<file path="config.mk">
export PLATFORM = sky130hd
export DESIGN_NAME = mips_fetch_stage
export DESIGN_NICKNAME = d
export VERILOG_FILES = /design/src/rtl/mips_fetch_stage.sv
export SDC_FILE = /design/constraint.sdc
export NUM_CORES = 1
export LEC_CHECK = 0
export ABC_AREA = 1
export CAP_MARGIN = 10
export CORE_MARGIN = 4
export CORE_UTILIZATION = 30
export CTS_CLUSTER_DIAMETER = 50
export CTS_CLUSTER_SIZE = 25
export DETAILED_ROUTE_END_ITERATION = 8
export GPL_TIMING_DRIVEN = 1
export HOLD_SLACK_MARGIN = 0.06
export RECOVER_POWER = 25
export SLEW_MARGIN = 20
export SYNTH_ARGS = -nofsm -noshare
export SYNTH_HDL_FRONTEND = slang
export SYNTH_SLANG_ARGS = --single-unit
</file>
<file path="constraint.sdc">
create_clock -name clock -period 5.06 [get_ports clock]
set_clock_uncertainty 0.1 [all_clocks]
set_input_delay 0.506 -clock clock [delete_from_list [all_inputs] [get_ports clock]]
set_output_delay 0.506 -clock clock [all_outputs]
set_load 0.02 [all_outputs]
</file>
<file path="src/rtl/mips_fetch_stage.sv">
// rtl/mips_fetch_stage.sv - MIPS IF stage: PC, 2-bit BHT branch prediction, jump predecode, IF/ID latch
module mips_fetch_stage #(
    parameter logic [31:0] RESET_PC    = 32'h0040_0000,
    parameter int          BHT_ENTRIES = 16
) (
    input  logic        clock,
    input  logic        reset,
    output logic [31:0] imem_addr,
    input  logic [31:0] imem_rdata,
    input  logic        stall,
    input  logic        ex_resolve_valid,
    input  logic [31:0] ex_resolve_pc,
    input  logic        ex_resolve_taken,
    input  logic        ex_mispredict,
    input  logic [31:0] ex_correct_pc,
    output logic        if_valid,
    output logic [31:0] if_instr,
    output logic [31:0] if_pc,
    output logic        if_pred_taken,
    output logic [31:0] if_pred_target
);
    localparam int IW = $clog2(BHT_ENTRIES);

    localparam logic [5:0] OP_J   = 6'h02;
    localparam logic [5:0] OP_JAL = 6'h03;
    localparam logic [5:0] OP_BEQ = 6'h04;
    localparam logic [5:0] OP_BNE = 6'h05;

    logic [31:0]   pc;
    logic [1:0]    bht [BHT_ENTRIES];
    logic [IW-1:0] lookup_idx;
    logic [IW-1:0] update_idx;
    logic [1:0]    update_ctr;
    logic [31:0]   pc_plus4;
    logic [31:0]   branch_target;
    logic [31:0]   jump_target;
    logic          pred_taken;
    logic [31:0]   pred_target;
    logic          unused_resolve_bits;

    assign imem_addr           = pc;
    assign lookup_idx          = pc[IW+1:2];
    assign update_idx          = ex_resolve_pc[IW+1:2];
    assign unused_resolve_bits = ^{ex_resolve_pc[31:IW+2], ex_resolve_pc[1:0]};

    assign pc_plus4      = pc + 32'd4;
    assign branch_target = pc_plus4 + {{14{imem_rdata[15]}}, imem_rdata[15:0], 2'b00};
    assign jump_target   = {pc_plus4[31:28], imem_rdata[25:0], 2'b00};

    // Predecode; the BHT read here sees the pre-update counter value.
    always_comb begin
        pred_taken  = 1'b0;
        pred_target = pc_plus4;
        case (imem_rdata[31:26])
            OP_BEQ, OP_BNE: begin
                pred_taken = bht[lookup_idx][1];
                if (pred_taken) begin
                    pred_target = branch_target;
                end
            end
            OP_J, OP_JAL: begin
                pred_taken  = 1'b1;
                pred_target = jump_target;
            end
            default: begin
                pred_taken  = 1'b0;
                pred_target = pc_plus4;
            end
        endcase
    end

    always_comb begin
        update_ctr = bht[update_idx];
        if (ex_resolve_taken) begin
            if (update_ctr != 2'b11) begin
                update_ctr = update_ctr + 2'b01;
            end
        end else begin
            if (update_ctr != 2'b00) begin
                update_ctr = update_ctr - 2'b01;
            end
        end
    end

    // A flush clears only if_valid; the rest of the latch keeps its contents.
    always_ff @(posedge clock or posedge reset) begin
        if (reset) begin
            pc             <= RESET_PC;
            if_valid       <= 1'b0;
            if_instr       <= 32'h0;
            if_pc          <= 32'h0;
            if_pred_taken  <= 1'b0;
            if_pred_target <= 32'h0;
        end else if (ex_mispredict) begin
            pc       <= ex_correct_pc;
            if_valid <= 1'b0;
        end else if (!stall) begin
            pc             <= pred_target;
            if_valid       <= 1'b1;
            if_instr       <= imem_rdata;
            if_pc          <= pc;
            if_pred_taken  <= pred_taken;
            if_pred_target <= pred_target;
        end
    end

    always_ff @(posedge clock or posedge reset) begin
        if (reset) begin
            for (int i = 0; i < BHT_ENTRIES; i++) begin
                bht[i] <= 2'b01;
            end
        end else if (ex_resolve_valid) begin
            bht[update_idx] <= update_ctr;
        end
    end
endmodule

</file>
==> metrics.cfg, run 1 <==
[floorplan]
dieWidth_um=198.5
dieArea_sq_mm=0.03939
io_pins=232
coreArea_sq_mm=0.03566
fp-row-count=69
die_h_um=198.5
start_util_pct=30.53

[clocking]
cts.sinks=162
cts_buffer_depth=2
cts-root-buf=clkbuf_16
cts_resized=0
htree_levels=4
postCtsSetupBuffers=0
cts_tree=done
tritoncts.num_buffers=17
clk_pin_slew_ps=70
hold_buffers=0
clk_latency_ps=450

[detailed_routing]
vias=11080
initialDrtViolationCount=843
wire_per_inst_um=17.31
detail-route-antenna-nets=0
drt-pass1-iter-count=5
route.detailed.drc=0
routed_wl_um=40140
viasPerCell=4.776

[pwr]
leakage_nw=7.191
p_per_area_mw_per_mm2=333.5
ir_drop_uv=250.3
total_power_w=0.004652

[critical_path]
cp_common_cell=nand2_1
timing.critical_path.buf_inv=2
critPathSlowestCell=dfrtp_1
crit_path_end_kind=register
path_cells=ha_1 -> nand2_1 -> nor2_2 -> nand2_1 -> inv_2 -> nand2_1 -> nand2_1 -> inv_1 -> ha_1 -> nand2_1 -> nor2_1 -> nand3_1 -> nand3_1 -> nand2_1 -> nand2_1 -> nand2_1 -> nand3_1 -> nand3_1 -> nand2_1 -> nand3_1
crit_family=simple AND/OR/NAND/NOR gates
crit_required_ps=5280
crit_path_max_incr_delay_ps=790
worstSetupStartpointType=register
crit_type=register to register
critPathArrivalTime_ps=4390
worst-path-max-fanout=18

[synth]
synthXorXnorAreaFrac_pct=2.518
ys_seq_elements=162
yosys.area_share.adder_pct=4.092
synth_compound_area_share_pct=8.024
synthMuxAreaShare_pct=0
synth_top_family_by_area=simple AND/OR/NAND/NOR gates
yosysSeqAreaShare_pct=37.44
synthesis.area_sq_mm=0.01088
syn_area_per_cell_sq_um=6.569
synthSimpleGateAreaFrac_pct=37.53
ys_types=47
ys_warn_count=0
syn_nets=1794
synthCells=1657

[global_routing]
grt_pass1_wl_um=61130
grt_pass1_vias=10460
grt_max_degree=88
track_usage_pct=20.03
antenna_found_initial=1
overflow=0

[timing]
hold-worst-slack_ps=367.4
max_freq_mhz=239.7
hold_viol=0
tightestPinTransition_ps=3116
drv_slew=76
fin_crit_sh_pct=82.45
relSlewSlack_pct=-107.7
period_needed_ps=4172
setup_viol=0
setup_tns_ps=0
rsz0062_at_grt=no

[cells_and_area]
antenna_cells=0
area_delta_synth_final_pct=28.16
fin_nets=1982
drive_above_1_share_pct=5.651

[worst_hold_path]
hold_path_class=register to register

[place]
io_buffers=203
gp_congestion=0.9360
dpl.hpwl_um=30770

[status]
status=finished with violations
violations=capacitance limit, slew limit

[job]
max_cap_viol_count=1

[stage by stage]
step                      area, sq um  utilization, %  setup slack, ps  std cells
final                           13950           39.12            888.2       2319
after floorplan                 10880               -            105.5       1657
after CTS                       13950           39.14            968.6       2319
after global routing            13950           39.12            526.0       2319
after detailed placement        13350           37.45            990.4       2287
after global placement          13350           37.45             1007       2287
[logic make-up after synthesis]
family                   after synthesis
XOR/XNOR                              27
flip-flops                           162
adder cells (fa/ha/maj)               35
AND/OR/NAND/NOR                     1006
AO/OA/AOI/OAI                        145
buffers and inverters                282
[state kept, by name (all words and copies together) (netlist names)]
signal          cells
if_pred_target     32
bht                32
if_valid            1
if_instr           32
if_pred_taken       1
imem_addr          32
if_pc              32
[where the power goes]
group,internal [W],switching (W),leakage (nW)
combinational,0.000614,0.000987,4.89
sequential,0.00152,0.000170,2.00
clock,0.000789,0.000573,0.297
total,0.00292,0.00173,7.19
[synthesized netlist by cell type, drive strengths merged]
cell    number  share of area, %
nand4       16              0.98
xor2        20               2.0
a21oi       30               1.4
nor2       131               5.1
or2          4              0.23
nor4         1             0.058
nor3         7              0.32
nand3       96               4.6
nand3b       1             0.069
o21bai       6              0.41
a22oi       14              0.97
inv        237               8.2
ha          34               3.9
clkbuf      25              0.95
nor3b        1             0.069
clkinv       2             0.069
and2         1             0.058
buf         18               1.2
fa           1              0.18
o21ai       71               3.3
nand2      748                26
dfrtp      145                33
o22ai        3              0.17
dfstp       17               4.1
xnor2        7              0.56
a22o        11              0.89
a31oi        1             0.058
o211ai       9              0.85
[worst reg2reg max path, delay by kind of cell, from the launching register on]
| kind | cells | cell delay, ps |
|---|---|---|
| DFF | 1 | 790 |
| and+or+nand+nor | 16 | 2260 |
| adders and majority gates | 2 | 680 |
| buffers and inverters | 2 | 230 |
[metal layers]
metal,share of wire (%),GRT usage (%),vias to the layer above
met2,47,33.71,341
met1,44,26.60,5217
li1,-,-,5476
met4,2.5,5.851,2
met3,6.1,3.421,40
met5,0.032,0,-
[area by class of cell]
cell class,instances,area (sq um)
tap,461,576.8
multi-input combinational,1213,5685
inverter,239,899.6
fill,3763,21710
clock buffer,19,442.9
sequential,162,4075
clock inverter,13,157.7
timing repair buffer,212,2112
[cells in the final DEF (no fill, tap or decap), types with 17 or more instances in the layout]
cell	instances
ha_1	34
nand2_1	742
inv_1	228
dfrtp_1	145
nand3_1	93
a21oi_1	29
clkdlybuf4s50_1	202
o21ai_0	61
dfstp_2	17
nor2_1	114
clkbuf_16	17
[final timing paths]
path / from / endpoint / slack (ps) / cells past startpoint
max: imem_addr[2]$_DFFE_PP0P_ / imem_addr[28]$_DFFE_PP0P_ / 890 / 20
max reg2reg: imem_addr[2]$_DFFE_PP0P_ / imem_addr[28]$_DFFE_PP0P_ / 890 / 20
min in group asynchronous: reset / if_pc[0]$_DFFE_PP0P_ / 1510 / 2
max in group asynchronous: reset / if_instr[11]$_DFFE_PP0P_ / 1530 / 2
min reg2reg: bht[10]$_DFFE_PP1P_ / bht[10]$_DFFE_PP1P_ / 370 / 2
min: bht[10]$_DFFE_PP1P_ / bht[10]$_DFFE_PP1P_ / 370 / 2
No activity file was read; power rests on OpenSTA's default activity.
==> run 2: changes to the inputs <==
==> constraint.sdc (replaced) <==
create_clock -name clock -period 4.2 [get_ports clock]
set_clock_uncertainty 0.1 [all_clocks]
set_input_delay 0.42 -clock clock [delete_from_list [all_inputs] [get_ports clock]]
set_output_delay 0.42 -clock clock [all_outputs]
set_load 0.02 [all_outputs]
==> run 2 against run 1 <==
Net effect:
- the run still ends with capacitance limit, slew limit left
- die area unchanged
- setup slack lost 400 ps
- non-clock buffer count is 13 higher
- global-route usage up 0.23 points
- first-iteration DRC count shrank 18%
- wire length up 0.64%
==> metrics.cfg, run 2 (synthesis results as in run 1) <==
[critical_path]
crit_required_ps=4440  ; -840 ps
worst-path-max-fanout=8  ; -10
crit_path_end_kind=register
critPathSlowestCell=dfrtp_1
cp_common_cell=nand2_1
path_cells=nand2_1 -> nor2_2 -> nand2_1 -> nor2_2 -> nand3_1 -> nor2_2 -> nand3_1 -> nand2_1 -> inv_1 -> ha_1 -> inv_1 -> nor3_1 -> nand2_1 -> nor2_1 -> nor2_1 -> nand3_1 -> nand3_1 -> nand2_1 -> nand2_1
rr_worst_depth=19  ; -5.0%
crit_path_max_incr_delay_ps=550  ; -240 ps
worstSetupStartpointType=register
crit_type=register to register
critPathArrivalTime_ps=3950  ; -440 ps

[pwr]
power_frac_clock_pct=28.9  ; -0.4 points
p_per_area_mw_per_mm2=398.2  ; +19%
power_switching_w=0.002206  ; +28%
internal_power_w=0.003392  ; +16%
power.share.sequential_pct=36.1  ; -0.2 points
p_sw_share_pct=39.41  ; +2.2 points
combPwrFrac_pct=35.1  ; +0.7 points
ir_drop_uv=278.6  ; +11%
leakage_nw=7.248  ; +0.79%

[timing]
hold_viol=0  ; unchanged
fin_crit_sh_pct=88.34  ; +5.9 points
layout_setup_ws_ps=489.8  ; -398.4 ps
period_needed_ps=3710  ; -461.6 ps
relSlewSlack_pct=-24.30  ; +83 points
drv_slew=112  ; +47%
tightestPinTransition_ps=1865  ; -1251 ps
max_freq_mhz=269.5  ; +12%
hold-worst-slack_ps=369.6  ; +2.165 ps
rsz0062_at_grt=no
setup_tns_ps=0  ; unchanged
setup_viol=0  ; unchanged

[cells_and_area]
antenna_cells=0  ; unchanged
utilization_pct=39.43  ; +0.31 points
drive_above_1_share_pct=6.414  ; +0.76 points
final_common_cell=nand2_1
area_delta_synth_final_pct=29.16
final_cell_mix=742 x nand2_1, 227 x inv_1, 202 x clkdlybuf4s50_1
fin_nets=1995  ; +0.66%
nFillCells=3779  ; +0.43%

[clocking]
tritoncts.num_buffers=17  ; unchanged
cts.sinks=162  ; unchanged
postCtsSetupBuffers=0  ; unchanged
cts_tree=done
cts_buffer_depth=2  ; unchanged
cts_resized=0  ; unchanged
htree_levels=4  ; unchanged
clk_pin_slew_ps=80  ; about the same
hold_buffers=0  ; unchanged
cts-root-buf=clkbuf_16
clk_latency_ps=450  ; about the same

[floorplan]
dieArea_sq_mm=0.03939  ; unchanged
fp-row-count=69  ; unchanged
coreArea_sq_mm=0.03566  ; unchanged
io_pins=232  ; unchanged
dieWidth_um=198.5  ; unchanged
start_util_pct=30.53  ; unchanged
die_h_um=198.5  ; unchanged

[worst_hold_path]
hold_path_depth=2  ; unchanged
hold_path_class=register to register

[detailed_routing]
drt-pass1-iter-count=5  ; unchanged
detail-route-antenna-nets=0  ; unchanged
route.detailed.drc=0  ; unchanged
initialDrtViolationCount=690  ; -18%
viasPerCell=4.790  ; +0.29%
vias=11170  ; +0.85%
routed_wl_um=40390  ; +0.64%
wire_per_inst_um=17.32  ; about the same

[global_routing]
track_usage_pct=20.26  ; +0.23 points
overflow=0  ; unchanged
grt_pass1_vias=10880  ; +4.0%
antenna_found_initial=0  ; -1
grt_max_degree=72  ; -18%
grt_pass1_wl_um=62090  ; +1.6%

[place]
place_ws_ps=587.9  ; -402.4 ps
io_buffers=203  ; unchanged
dpl.hpwl_um=31370  ; +1.9%
gp_congestion=0.9583  ; +2.4%

[status]
violations=capacitance limit, slew limit
status=finished with violations

[job]
max_cap_viol_count=2  ; +1

==> run 2: changes by cell type in the layout (fill, tap and decap cells not counted) <==
cell,delta
buf_4,+11
clkinv_8,+6
clkinv_2,-5
bufinv_16,-3
inv_8,+3
clkbuf_2,+2
clkbuf_1,-1
clkbuf_8,-1
clkinv_4,+1
clkinvlp_2,+1
inv_1,-1
inv_12,+1
inv_6,-1
==> run 2: stage by stage <==
step                      area [sq um]  instances  power (W)
final                            14060       2332   0.005598
after detailed placement         13480       2300   0.004012
after CTS                        14090       2332   0.005654
after global placement           13480       2300   0.003991
after global routing             14060       2332   0.005935
after floorplan                  10890       1657   0.003174
==> run 2: final cells by class <==
cell class	count	area (sq um)	share of cell area [%]
Clock buffer	17	425.4	3.026
Clock inverter	15	190.2	1.353
Inverter	239	900.9	6.408
Multi-Input combinational cell	1213	5685	40.44
Sequential cell	162	4075	28.99
Tap cell	461	576.8	4.103
Timing Repair Buffer	225	2205	15.68
==> run 2: worst max-delay path, delay by kind of cell, from the launching register on <==
| kind | cells | cell delay (ps) |
|---|---|---|
| and+or+nand+nor | 16 | 2440 |
| adders and majority gates | 1 | 360 |
| buffers and inverters | 2 | 170 |
| DFF | 1 | 550 |
==> run 2: path summary, 6_finish.rpt <==
check	from	to	slack (ps)
min reg2reg	bht[30]$_DFFE_PP1P_	bht[30]$_DFFE_PP1P_	370
min in group asynchronous	reset	if_instr[26]$_DFFE_PP0P_	740
max in group asynchronous	reset	imem_addr[16]$_DFFE_PP0P_	750
min	bht[30]$_DFFE_PP1P_	bht[30]$_DFFE_PP1P_	370
max	imem_addr[4]$_DFFE_PP0P_	imem_addr[30]$_DFFE_PP0P_	490
max reg2reg	imem_addr[4]$_DFFE_PP0P_	imem_addr[30]$_DFFE_PP0P_	490
==> run 2: power by group through the flow <==
stage | Sequential, W | Clock (W) | Combinational (W)
2_1_floorplan | 0.00222 | 0 | 0.000958
3_3_place_gp | 0.00204 | 0 | 0.00195
3_5_place_dp | 0.00204 | 0 | 0.00197
4_1_cts | 0.00202 | 0.00166 | 0.00198
5_1_grt | 0.00205 | 0.00172 | 0.00216
6_report | 0.00202 | 0.00162 | 0.00196
==> run 2: layer usage <==
layer	routed length, um	track usage (%)	vias to the layer above	part of all wire, %
li1	-	-	5508	-
met1	18050	26.30	5329	45
met2	19280	34.53	282	48
met3	1918	3.201	51	4.7
met4	1149	6.890	0	2.8
met5	0	0	-	0
==> run 3: changes to the inputs <==
--- a/config.mk
+++ b/config.mk
@@ -6,6 +6,7 @@
 export NUM_CORES = 1
 export LEC_CHECK = 0
 export ABC_AREA = 1
+export ABC_CLOCK_PERIOD_IN_PS = 4200
 export CAP_MARGIN = 10
 export CORE_MARGIN = 4
 export CORE_UTILIZATION = 30
==> results of run 3 <==
No change in the layout: final DEF, timing and power equal those of run 2.
